$ cat src/rtl/sap_pkg.sv
// Shared definitions for the SAP datapath: serial adder FSM states and
// the default data width.
package sap_pkg;

  localparam int SAP_WIDTH = 32'sd8;

  typedef enum logic [1:0] {
    ST_IDLE  = 2'd0,
    ST_SHIFT = 2'd1,
    ST_DONE  = 2'd2
  } sap_state_t;

endpackage : sap_pkg

$ cat src/rtl/fa.sv
// Gate-level full adder: the single bit cell of the serial adder.
module fa (
  input  logic A,
  input  logic B,
  input  logic CIN,
  output logic SUM,
  output logic COUT
);

  logic axb_s;

  assign axb_s = A ^ B;
  assign SUM   = axb_s ^ CIN;
  assign COUT  = (A & B) | (CIN & axb_s);

endmodule : fa

$ cat src/rtl/serial_adder.sv
// Bit-serial adder/subtracter, one bit per clock, LSB first.
// Subtraction is A + ~B + 1: B is inverted on load and the carry is
// seeded with 1. The result, carry and signed overflow are registered
// on the completion edge and held until the next completion or CLR.
module serial_adder
  import sap_pkg::*;
#(
  parameter int WIDTH = SAP_WIDTH
) (
  input  logic             CLK,
  input  logic             CLR,
  input  logic             START,
  input  logic             SUB,
  input  logic [WIDTH-1:0] A,
  input  logic [WIDTH-1:0] B,
  output logic             BUSY,
  output logic             DONE,
  output logic [WIDTH-1:0] SUM,
  output logic             CARRY,
  output logic             OVF
);

  localparam int CW = (WIDTH > 1) ? $clog2(WIDTH) : 1;
  localparam logic [CW-1:0] CNT_LAST = CW'(WIDTH - 1);
  localparam logic [CW-1:0] CNT_ONE  = CW'(1);

  sap_state_t       state_r;
  logic [WIDTH-1:0] a_sh_r;
  logic [WIDTH-1:0] b_sh_r;
  logic [WIDTH-2:0] res_sh_r;   // upper W-1 bits of the partial result
  logic             cy_r;
  logic             msb_a_r;
  logic             msb_b_r;
  logic [CW-1:0]    cnt_r;
  logic             busy_r;
  logic             done_r;
  logic [WIDTH-1:0] sum_r;
  logic             carry_r;
  logic             ovf_r;

  logic             sum_bit_s;
  logic             cout_s;
  logic             start_ok_s;
  logic             last_bit_s;
  logic [WIDTH-1:0] res_next_s;
  logic [WIDTH-1:0] b_load_s;

  // The one full-adder cell shared by every bit position.
  fa u_fa (
    .A    (a_sh_r[0]),
    .B    (b_sh_r[0]),
    .CIN  (cy_r),
    .SUM  (sum_bit_s),
    .COUT (cout_s)
  );

  // Handshake qualifiers and the next partial result.
  always_comb begin
    start_ok_s = 1'b0;
    b_load_s   = B;
    if (START && ((state_r == ST_IDLE) || (state_r == ST_DONE))) begin
      start_ok_s = 1'b1;
    end else begin
      start_ok_s = 1'b0;
    end
    if (SUB) begin
      b_load_s = ~B;
    end else begin
      b_load_s = B;
    end
    last_bit_s = (cnt_r == CNT_LAST);
    res_next_s = {sum_bit_s, res_sh_r};
  end

  // FSM, operand/result shift registers, bit counter and result registers.
  always_ff @(posedge CLK) begin
    if (CLR) begin
      state_r  <= ST_IDLE;
      a_sh_r   <= '0;
      b_sh_r   <= '0;
      res_sh_r <= '0;
      cy_r     <= 1'b0;
      msb_a_r  <= 1'b0;
      msb_b_r  <= 1'b0;
      cnt_r    <= '0;
      busy_r   <= 1'b0;
      done_r   <= 1'b0;
      sum_r    <= '0;
      carry_r  <= 1'b0;
      ovf_r    <= 1'b0;
    end else begin
      case (state_r)
        ST_IDLE, ST_DONE: begin
          if (start_ok_s) begin
            a_sh_r   <= A;
            b_sh_r   <= b_load_s;
            cy_r     <= SUB;
            msb_a_r  <= A[WIDTH-1];
            msb_b_r  <= b_load_s[WIDTH-1];
            cnt_r    <= '0;
            res_sh_r <= '0;
            state_r  <= ST_SHIFT;
            busy_r   <= 1'b1;
            done_r   <= 1'b0;
          end else begin
            state_r <= ST_IDLE;
            busy_r  <= 1'b0;
            done_r  <= 1'b0;
          end
        end
        ST_SHIFT: begin
          a_sh_r   <= {1'b0, a_sh_r[WIDTH-1:1]};
          b_sh_r   <= {1'b0, b_sh_r[WIDTH-1:1]};
          res_sh_r <= res_next_s[WIDTH-1:1];
          cy_r     <= cout_s;
          cnt_r    <= cnt_r + CNT_ONE;
          if (last_bit_s) begin
            sum_r   <= res_next_s;
            carry_r <= cout_s;
            ovf_r   <= (msb_a_r == msb_b_r) && (sum_bit_s != msb_a_r);
            state_r <= ST_DONE;
            busy_r  <= 1'b0;
            done_r  <= 1'b1;
          end else begin
            state_r <= ST_SHIFT;
            busy_r  <= 1'b1;
            done_r  <= 1'b0;
          end
        end
        default: begin
          state_r <= ST_IDLE;
          busy_r  <= 1'b0;
          done_r  <= 1'b0;
        end
      endcase
    end
  end

  assign BUSY  = busy_r;
  assign DONE  = done_r;
  assign SUM   = sum_r;
  assign CARRY = carry_r;
  assign OVF   = ovf_r;

endmodule : serial_adder

$ cat config.mk
export PLATFORM = sky130hd
export DESIGN_NAME = serial_adder
export DESIGN_NICKNAME = d
export VERILOG_FILES = /design/src/rtl/sap_pkg.sv /design/src/rtl/fa.sv /design/src/rtl/serial_adder.sv
export SDC_FILE = /design/constraint.sdc
export NUM_CORES = 1
export LEC_CHECK = 0
export ABC_AREA = 0
export CORE_ASPECT_RATIO = 1.5
export CORE_UTILIZATION = 48
export CTS_CLUSTER_DIAMETER = 80
export DETAILED_ROUTE_END_ITERATION = 8
export PLACE_DENSITY = 0.73
export SLEW_MARGIN = 25
export SYNTH_ARGS = -nofsm -noshare
export SYNTH_HDL_FRONTEND = slang
export SYNTH_HIERARCHICAL = 1
export SYNTH_SLANG_ARGS = --single-unit
$ cat constraint.sdc
create_clock -name CLK -period 3.85 [get_ports CLK]
set_clock_uncertainty 0.15 [all_clocks]
set_input_delay 0.385 -clock CLK [delete_from_list [all_inputs] [get_ports CLK]]
set_output_delay 0.385 -clock CLK [all_outputs]
set_load 0.02 [all_outputs]
==> results of run 1 <==
cell usage in the layout, fill, tap and decap left out, types with 2 or more instances in the layout:
cell / synthesis / final
nand3_2: 7 / 7
nand3_1: 28 / 28
a21oi_2: 26 / 26
nor2_1: 4 / 4
ha_1: 2 / 2
nand2b_2: 0 / 2
a22oi_2: 12 / 12
clkbuf_8: 0 / 8
a22oi_1: 3 / 3
dfxtp_1: 42 / 42
nand2_1: 21 / 21
a21oi_1: 12 / 12
xor2_1: 8 / 8
clkdlybuf4s50_1: 0 / 30
cells in the mapped netlist:
library cell,count
nor3b_1,1
nand2b_1,3
nor3_2,1
mux2i_1,1
a22oi_2,12
xor2_1,8
buf_12,2
a21oi_2,26
buf_8,1
nor2_1,4
nor3_1,1
dfxtp_1,42
clkbuf_1,2
nand3_1,28
o21a_1,1
nand3_2,7
buf_6,5
a22oi_1,3
nor2b_4,1
nand2_1,21
and3b_1,1
buf_2,7
buf_4,2
clkbuf_4,1
ha_1,2
fa_1,1
nand3b_1,1
a21oi_1,12
nor2b_1,1
power breakdown:
| group | internal [uW] | switching (uW) |
|---|---|---|
| clock | 181 | 144 |
| combinational | 50.8 | 68.4 |
| sequential | 452 | 12.1 |
| total | 684 | 225 |
per-layer routing:
layer | track usage, % | vias to the layer above | wire [um]
met5 | 0 | - | 0
met4 | 4.62 | 0 | 38
met3 | 4.49 | 4 | 84
met2 | 31.8 | 23 | 1790
met1 | 21.2 | 693 | 1530
li1 | - | 729 | -
worst min-delay path by stage:
stage | end | slack [ps] | cells past startpoint
5_1_grt | SUM[0] | 330 | 2
3_3_place_gp | SUM[0] | 300 | 2
6_report | SUM[0] | 310 | 2
3_5_place_dp | SUM[0] | 300 | 2
2_1_floorplan | SUM[0] | 290 | 2
4_1_cts | SUM[0] | 310 | 2
worst max-delay path, stage by stage, from the launching register on:
cell      delay, ps
dfxtp_1         350
ha_1            150
ha_1            490
nand3b_1        470
nor3_1          350
nor3_2           70
cell families (layout without fill, tap and decap cells):
kind of cell,Yosys count,in the layout,synth area share (%)
AOI/OAI and AO/OA,54,54,23.5
xor gates and xnor gates,8,8,3.52
adders and majority gates,3,3,2.26
buffers and inverters,20,40,8.86
DFF,42,42,42.2
muxes,1,1,0.503
and+or+nand+nor,70,70,19.2
through the flow:
stage | hold slack [ps] | power (uW)
6_report | 307 | 909
5_1_grt | 327 | 948
4_1_cts | 306 | 916
3_5_place_dp | 301 | 595
3_3_place_gp | 297 | 594
2_1_floorplan | 289 | 577
flip-flops by register name, summed over array words and instances, names as in the netlist:
register and cells:
CARRY 1, DONE 1, OVF 1, SUM 8
a_sh_r 8, b_sh_r 8, cnt_r 3, cy_r 1
msb_a_r 1, msb_b_r 1, res_sh_r 7, state_r 2
final cells by class:
class | instances | area (sq um)
Sequential cell | 42 | 841
Multi-Input combinational cell | 136 | 980
Clock buffer | 8 | 110
Timing Repair Buffer | 32 | 313
Tap cell | 45 | 56.3
Fill cell | 361 | 1660
==> flow_summary.toml, run 1 <==
[layout]
final_nets = 240
drive_above_1_share_pct = 27.1
fin_util_pct = 58.1
area_delta_synth_final_pct = 15.5
design_area_sq_um = 2300
n_antenna_cell = 0
final_cell_count_no_fill = 263

[synthesis]
ys_seq_area_share_pct = 42.2
synth_top_area_share_pct = 42.2
yosys.area.top_type = "dfxtp_1"
syn_avg_cell_area_sq_um = 10.1
syn_inst = 198
yosys_warnings = 6
synth_nets = 221
synth_cell_types = 29
synth_area_sq_um = 1990
yosys-top-cells-area = "dfxtp_1 (42%), a21oi_2 (11%), a22oi_2 (7.5%)"
ys_ff_latch = 42

[clock_network]
postCtsHoldBufs = 0
clock_path_buffers = 2
htreeDepth = 2
root_buffer = "clkbuf_8"
cts_tree = "done"
cts.sinks = 42
clkTransAtPathRegs_ps = 80
post_cts_buffers = 0
clk_latency_ps = 290
cts_made_buffers = 5
post_cts_resized = 0

[grt]
grt_remaining_overflow = 0
grt_pass1_vias = 1388
antenna_found_initial = 0
grt_pass1_wl_um = 5950
grt_use_total_pct = 18.2
grt_max_degree = 43

[floorplan]
die_area_sq_um = 4420
die_h_um = 80.9
ioPinCount = 32
start_util_pct = 50.3
rows = 28
core-area_sq_um = 3960
die_w_um = 54.6

[timing]
fmax_ghz = 0.457
slew_headroom_pct = 32.2
min_period_ps = 2190
rsz0062_at_grt = "false"
maxSlewViolCount = 0
fin_ws_ps = 1660
finalCritPeriodShare_pct = 56.8
finalSetupViolations = 0
tightest_slew_ps = 1020
fin_setup_tns_ps = 0
hold_viol = 0

[critical_path]
ff2ff_setup_slack_ps = 1660
r2r_end = "OVF"
rr_startpoint = "cnt_r[0]"
cp-end-kind = "flip-flop"
crit_arrival_ps = 2170
r2r_cells = 5
crit_start = "cnt_r[0]"
startpoint_type = "flip-flop"
cp_max_fo = 12
crit_end = "OVF"
crit_type = "reg2reg"
crit_required_ps = 3840

[detailed_routing]
wirelength_um = 3450
wl_per_cell_um = 13.1
drtIter0Drc = 28
drt-pass1-iter-count = 4
vias = 1449
viasPerCell = 5.51
drtAntennaViolNets = 0
drc_errors = 0

[place]
gp_congestion = 0.708
port_buffers = 31
detailed_place_hpwl_um = 2260
place_area_sq_um = 2190
dp.cells = 255
place_ws_ps = 1650

[hold_path]
min_from = "res_sh_r[0]"
hold_class = "reg2reg"

[flow_run]
cap_violations = 0

[power_and_ir_drop]
peakVddDrop_mv = 0.314
p_leak_uw = 0.000748
power_density_nw_per_um2 = 395

[status]
status = "completed"
No activity file was read; power rests on OpenSTA's default activity.
==> inputs of run 2 (changes only) <==
--- a/config.mk
+++ b/config.mk
@@ -7,10 +7,10 @@
 export LEC_CHECK = 0
 export ABC_AREA = 0
 export CORE_ASPECT_RATIO = 1.5
-export CORE_UTILIZATION = 48
+export CORE_UTILIZATION = 47
 export CTS_CLUSTER_DIAMETER = 80
 export DETAILED_ROUTE_END_ITERATION = 8
-export PLACE_DENSITY = 0.73
+export PLACE_DENSITY = 0.74
 export SLEW_MARGIN = 25
 export SYNTH_ARGS = -nofsm -noshare
 export SYNTH_HDL_FRONTEND = slang
==> constraint.sdc (replaced) <==
create_clock -name CLK -period 1.9 [get_ports CLK]
set_clock_uncertainty 0.15 [all_clocks]
set_input_delay 0.19 -clock CLK [delete_from_list [all_inputs] [get_ports CLK]]
set_output_delay 0.19 -clock CLK [all_outputs]
set_load 0.02 [all_outputs]
==> run 2 against run 1 <==
Effect of this change: power up 99%; fmax is 30% higher; register-to-register slack worse by 1400 ps; combinational power grew 130%; critical path depth is 1 lower.
==> flow_summary.toml, run 2 (same netlist as run 1, synthesis figures left out) <==
[layout]
design_area_sq_um = 2380
n_antenna_cell = 0
seq_area_sq_um = 841
drive_above_1_share_pct = 28.8
multiInputGateArea_sq_um = 975
area_delta_synth_final_pct = 19.3
final_common_cell = "dfxtp_1"
final_nets = 248
final_cell_count_no_fill = 271
n_fill_cell = 372
final_cell_mix = "dfxtp_1 (42), clkdlybuf4s50_1 (30), nand3_1 (28), a21oi_2 (26), nand2_1 (21)"

[clock_network]
post_cts_buffers = 0
cts_tree = "done"
post_cts_resized = 0
root_buffer = "clkbuf_8"
postCtsHoldBufs = 0
clkTransAtPathRegs_ps = 80
clk_latency_ps = 290
cts.sinks = 42
clock_path_buffers = 2
htreeDepth = 2
cts_made_buffers = 5

[place]
place_area_sq_um = 2280
gp_congestion = 0.679
detailed_place_hpwl_um = 2470
dp.cells = 263
port_buffers = 31

[detailed_routing]
wl_per_cell_um = 13.8
vias = 1479
drtIter0Drc = 36
drc_errors = 0
drt-pass1-iter-count = 4
wirelength_um = 3730
drtAntennaViolNets = 0
viasPerCell = 5.46

[power_and_ir_drop]
p_leak_uw = 0.000791
peakVddDrop_mv = 0.635
power_density_nw_per_um2 = 759

[grt]
grt_use_total_pct = 18.7
grt_use_met3_pct = 3.33
met1_usage_pct = 21.4
grt_max_degree = 35
grt-busiest-layer = "met2"
grtUsageMet2_pct = 32.5
grt_pass1_vias = 1325
grt_pass1_wl_um = 6020
grt_remaining_overflow = 0
antenna_found_initial = 0

[critical_path]
max_stage_delay_ps = 620
crit_required_ps = 1940
cp-end-kind = "flip-flop"
crit_arrival_ps = 1710
crit_chain = "fa_1 -> and3b_1 -> nor3_1 -> nor3_2"
cp_max_fo = 4
crit_type = "reg2reg"
cp.buffers_inverters = 0
path_delay_family = "adder cells"
critPathSlowestCell = "fa_1"
startpoint_type = "flip-flop"

[floorplan]
core-area_sq_um = 3990
rows = 28
ioPinCount = 32
start_util_pct = 49.9
die_w_um = 55.2
die_h_um = 81.7
die_area_sq_um = 4510

[timing]
maxSlewViolCount = 0
hold_viol = 0
finalCritPeriodShare_pct = 88.3
min_period_ps = 1680
fin_setup_tns_ps = 0
rsz0062_at_grt = "false"
tightest_slew_ps = 469
slew_headroom_pct = 68.7
finalSetupViolations = 0
fmax_ghz = 0.596

[hold_path]
hold_class = "in2reg"

[status]
status = "completed"

[flow_run]
cap_violations = 0
==> run 2: cell types whose count changed in the layout (fill, tap and decap cells not counted), sizes merged <==
| cell | delta |
|---|---|
| buf | +8 |
| clkbuf | -2 |
| clkinv | +1 |
| clkinvlp | +1 |
==> run 2: path summary, 6_finish.rpt <==
path / from / to / slack, ps / depth (start not counted)
setup / recovery: a_sh_r[0] / OVF / 220 / 4
hold / removal: CLR / b_sh_r[6] / 50 / 2
setup reg to reg: a_sh_r[0] / OVF / 220 / 4
hold reg to reg: res_sh_r[0] / SUM[0] / 310 / 2
==> run 2: report_power, final <==
| group | internal, uW | switching (uW) |
|---|---|---|
| Clock | 292 | 299 |
| Sequential | 916 | 25.6 |
| Combinational | 125 | 148 |
==> run 2: final cells by class <==
class	instances	area share, %
clock inverter	2	0.526
tap	45	2.37
sequential	42	35.4
multi-input combinational	136	41.0
clock buffer	6	3.47
timing repair buffer	40	17.3
==> run 2: metrics by stage <==
| step | utilization, % | worst slack [ps] | total power (uW) | hold slack [ps] |
|---|---|---|---|---|
| 6_report | 59.5 | 223 | 1810 | 45.1 |
| 5_1_grt | 59.5 | 146 | 1890 | 65.7 |
| 4_1_cts | 59.5 | 208 | 1830 | 43.7 |
| 3_5_place_dp | 57.1 | 235 | 1240 | 301 |
| 3_3_place_gp | 57.1 | 255 | 1230 | 294 |
| 2_1_floorplan | - | 328 | 1170 | 199 |
==> run 2: layer usage <==
layer  share of wire (%)  routed length (um)  vias to the layer above
met5                   0                   0                        -
met4                 1.9                  72                        0
met3                 3.5                 131                        7
met2                  53                1980                       27
met1                  42                1550                      697
li1                    -                   -                      748
==> edit 1, RTL diff (flow settings as in run 2) <==
Change the package constant `SAP_WIDTH` from 32'sd8 to 32'sd16.
--- a/src/rtl/sap_pkg.sv
+++ b/src/rtl/sap_pkg.sv
@@ -2,7 +2,7 @@
 // the default data width.
 package sap_pkg;
 
-  localparam int SAP_WIDTH = 32'sd8;
+  localparam int SAP_WIDTH = 32'sd16;
 
   typedef enum logic [1:0] {
     ST_IDLE  = 2'd0,
Interface: changed (resized A, B and SUM); port bits go from 32 to 56. The function was not compared with the original's and may differ.
==> edit 1 against run 2 <==
Non-clock buffer count is 28 higher; cell area is 60% higher; hold slack better by 0.087 ns; setup slack worse by 0.093 ns; power is 94% higher; routed wire length is 76% higher; sequential cell count is 33 higher; final cell count is 65% higher; die area is 48% higher; critical path depth is 3 lower; maximum frequency is 5.3% lower; area after synthesis is 50% higher; register-to-register slack worse by 0.02 ns; critical path type is now flip-flop to output port; highest routed layer unchanged.
==> edit 1: results <==
[grt]
grt_pass1_vias = 2380
wire_length_of_the_first_global_routing_pass_mm = 10.92
globalRouteTotalUtil_pct = 21.65

[setup_path]
worst_ep_arrival_time_ns = 1.43
critical_path.slowest_cell = "clkdlybuf4s50_1"
critPathMaxStageDelay_ns = 0.64
worst_path_dominant_cell_family = "buffers and inverters"

[power_and_ir_drop]
power_per_cell_area_nw_per_um2 = 917.0
internal-power_mw = 2.671
pg_seq_mw = 1.67
p_comb_share_pct = 11.5
leakage_power_nw = 1.371
vdd_ir_drop_max_mv = 0.5441

[logic_synthesis]
synth.mux.area_fraction_pct = 0.7535
synthesis.area_per_instance_um2 = 9.283
yosys.area_share.xor_xnor_pct = 4.688
yosys.area_share.adder_pct = 1.088
synth_commonest_cells = "dfxtp_1 (75), a21oi_1 (57), nand3_1 (52), a22oi_1 (31), nand2_1 (20)"
synth_nets = 360
synth_area_leaders = "dfxtp_1 (50%), a21oi_1 (9.5%), nand3_1 (8.7%)"
synth_compound_gate_area_share_pct = 23.27
synth.distinct_cells = 27
seq_area_frac_synth_pct = 50.23
synth.ff_latch_count = 75

[cts]
cts_buffers = 9
insertion_delay_ns = 0.35
ctsHtreeMaxLevel = 3

[cells_and_area]
utilization_pct = 62.18
fraction_of_final_layout_cells_sized_beyond_drive_strength_1_pct = 9.946
clockNetworkAreaShare_pct = 6.006
multi_input_combinational_area_share_pct = 34.99
nNonClkBuffers = 68
final_nets = 406
seq_area_share_pct = 39.38
nFillCells = 543
non_clock_buffer_area_share_pct = 17.20
multi_input_logic_cell_count = 214

[detailed_routing]
detailedRoute.firstPassIterationCount = 5
detailedRoute.firstIterationViolations = 123
route.detailed.vias_per_inst = 5.778
num_vias = 2577
routedWlPerCell_um = 14.74

[placement]
routabilityCongestion = 0.7603
dpl_cell_area_um2 = 3583
dp_hpwl_mm = 4.305
placed_insts = 431
port_buffers = 55
detailedPlace.worstSlack_ns = 0.2036

[sta]
max_slew.worst_pin.slew_ns = 0.5039
finalHoldWorstSlack_ns = 0.1317
final_period_minus_worst_setup_slack_ns = 1.770

[run_status]
outcome = "completed"
==> edit 1: layer usage <==
| layer | routed length (um) | track usage (%) | up-vias |
|---|---|---|---|
| met4 | 157 | 12.11 | 0 |
| met1 | 2740 | 24.58 | 1240 |
| li1 | - | - | 1255 |
| met3 | 248 | 4.587 | 14 |
| met5 | 0 | 0 | - |
| met2 | 3426 | 36.46 | 68 |
==> edit 1: cell families (layout without fill, tap and decap cells) <==
group                      Yosys count  count (layout)
xor gates and xnor gates            16              16
AOI/OAI and AO/OA                  108             108
muxes                                2               2
DFF                                 75              75
adders and majority gates            2               2
buffers and inverters               33              83
and+or+nand+nor                     86              86
==> edit 1: final timing paths <==
path | from | to | cells past startpoint
worst max-delay path | state_r[0] | BUSY | 1
worst max register to register | a_sh_r[0] | OVF | 4
worst min-delay path | CLR | state_r[0] | 2
worst min register to register | res_sh_r[8] | res_sh_r[7] | 2
==> edit 2, RTL diff (settings of run 2) <==
Without the edit above. Register the output `OVF` once more; this adds one clock of latency there. The other outputs are not delayed to match.
--- a/src/rtl/serial_adder.sv
+++ b/src/rtl/serial_adder.sv
@@ -140,7 +140,9 @@
   assign DONE  = done_r;
   assign SUM   = sum_r;
   assign CARRY = carry_r;
-  assign OVF   = ovf_r;
+  always_ff @(posedge CLK) begin
+    OVF <= ovf_r;
+  end
 
 endmodule : serial_adder
 
Function: changed (Yosys sat finds a counterexample within 10 cycles, from zero or initial values).
==> edit 2 against run 2 <==
Setup slack got worse by 0.021 ns; routed wire length decreased by 6.5%; combinational power decreased by 4%; cell area increased by 0.53%; area after synthesis increased by 1.0%; sequential cell count increased by 1; clock power increased by 6.4%; power increased by 2.6%; highest routed layer unchanged.
==> edit 2: results <==
[run_status]
outcome = "completed"

[logic_synthesis]
synth_compound_gate_area_share_pct = 23.26
postSynthCellCount = 199
synth.mux.area_fraction_pct = 0.4975
synth_area_leaders = "dfxtp_1 (43%), a21oi_2 (11%), a22oi_2 (7.5%)"
yosys.area_share.xor_xnor_pct = 3.483
synth_commonest_cells = "dfxtp_1 (43), nand3_1 (28), a21oi_2 (26), nand2_1 (21)"
synth_nets = 222
yosys.area_share.adder_pct = 2.239
seq_area_frac_synth_pct = 42.79

[floorplanning]
coreArea_um2 = 4029

[cells_and_area]
stdcell_area_um2 = 2390
nFlopsAndLatches = 43
non_clock_buffer_area_share_pct = 16.65
final_cell_count_without_fillers = 272
seq_area_share_pct = 36.02
nFillCells = 335
fraction_of_final_layout_cells_sized_beyond_drive_strength_1_pct = 28.19
layout.clock_buffers = 8
multi_input_combinational_area_share_pct = 40.79
clockNetworkAreaShare_pct = 4.188
final_nets = 249

[power_and_ir_drop]
leakage_power_nw = 0.7982
sw_share_pct = 25.05
vdd_ir_drop_max_mv = 0.6370

[sta]
remaining_max_slew_budget_at_the_tightest_pin_pct = 67.13

[grt]
globalRouteTotalUtil_pct = 17.45
grt_start_max_net_pins = 43
grt_pass1_vias = 1502
wire_length_of_the_first_global_routing_pass_mm = 6.313

[placement]
dpl_cell_area_um2 = 2290
placed_insts = 264
detailedPlace.worstSlack_ns = 0.2224
dp_hpwl_mm = 2.314
routabilityCongestion = 0.7177

[setup_path]
worst_path_dominant_cell_family = "buffers and inverters"
worst_ep_arrival_time_ns = 1.36
critPathMaxStageDelay_ns = 0.64
critical_path.slowest_cell = "clkdlybuf4s50_1"

[detailed_routing]
routedWlPerCell_um = 12.84
met1Wirelength_mm = 1.480
met3_wirelength_um = 109
detailedRoute.firstIterationViolations = 26
detailroute.wirelength.met2_mm = 1.791
route.detailed.vias_per_inst = 5.482

[cts]
postCtsSetupRepairBufs = 0
==> edit 2: cell types whose count changed after synthesis <==
cell     change
dfxtp_1      +1
==> edit 2: layer usage <==
| layer | track usage, % | up-vias |
|---|---|---|
| met5 | 0 | - |
| met4 | 9.250 | 0 |
| met3 | 4.206 | 11 |
| met2 | 32.89 | 29 |
| met1 | 17.87 | 707 |
| li1 | - | 744 |
==> edit 2: cell families after synthesis <==
family	count (synthesis)
and+or+nand+nor	70
AOI/OAI and AO/OA	54
DFF	43
buffers and inverters	20
xor gates and xnor gates	8
adders and majority gates	3
muxes	1
==> edit 2: final timing paths <==
check	from	end	slack, ns	cells past startpoint
setup reg to reg	a_sh_r[0]	ovf_r	0.25	4
hold / removal	CLR	SUM[6]	0.19	3
hold reg to reg	ovf_r	OVF	0.22	0
setup / recovery	state_r[0]	BUSY	0.20	1
==> edit 2: metrics by stage <==
step	power, mW	hold slack, ns
floorplan	1.190	0.1986
global placement	1.245	0.2077
detailed placement	1.249	0.2095
CTS	1.873	0.1823
global route	1.936	0.1984
finish	1.853	0.1856
==> edit 2: worst reg2reg max path, delay by kind of cell (launching register included) <==
family | cells | cell delay (ns)
adders and majority gates | 1 | 0.59
and+or+nand+nor | 3 | 0.48
DFF | 1 | 0.33
==> edit 2: power by group through the flow <==
stage               Combinational (mW)  Clock [mW]  Sequential (mW)
floorplan                        0.211           0            0.979
global placement                 0.263           0            0.982
detailed placement               0.266           0            0.983
CTS                              0.267       0.645            0.962
global route                     0.287       0.683            0.966
finish                           0.263       0.629            0.962
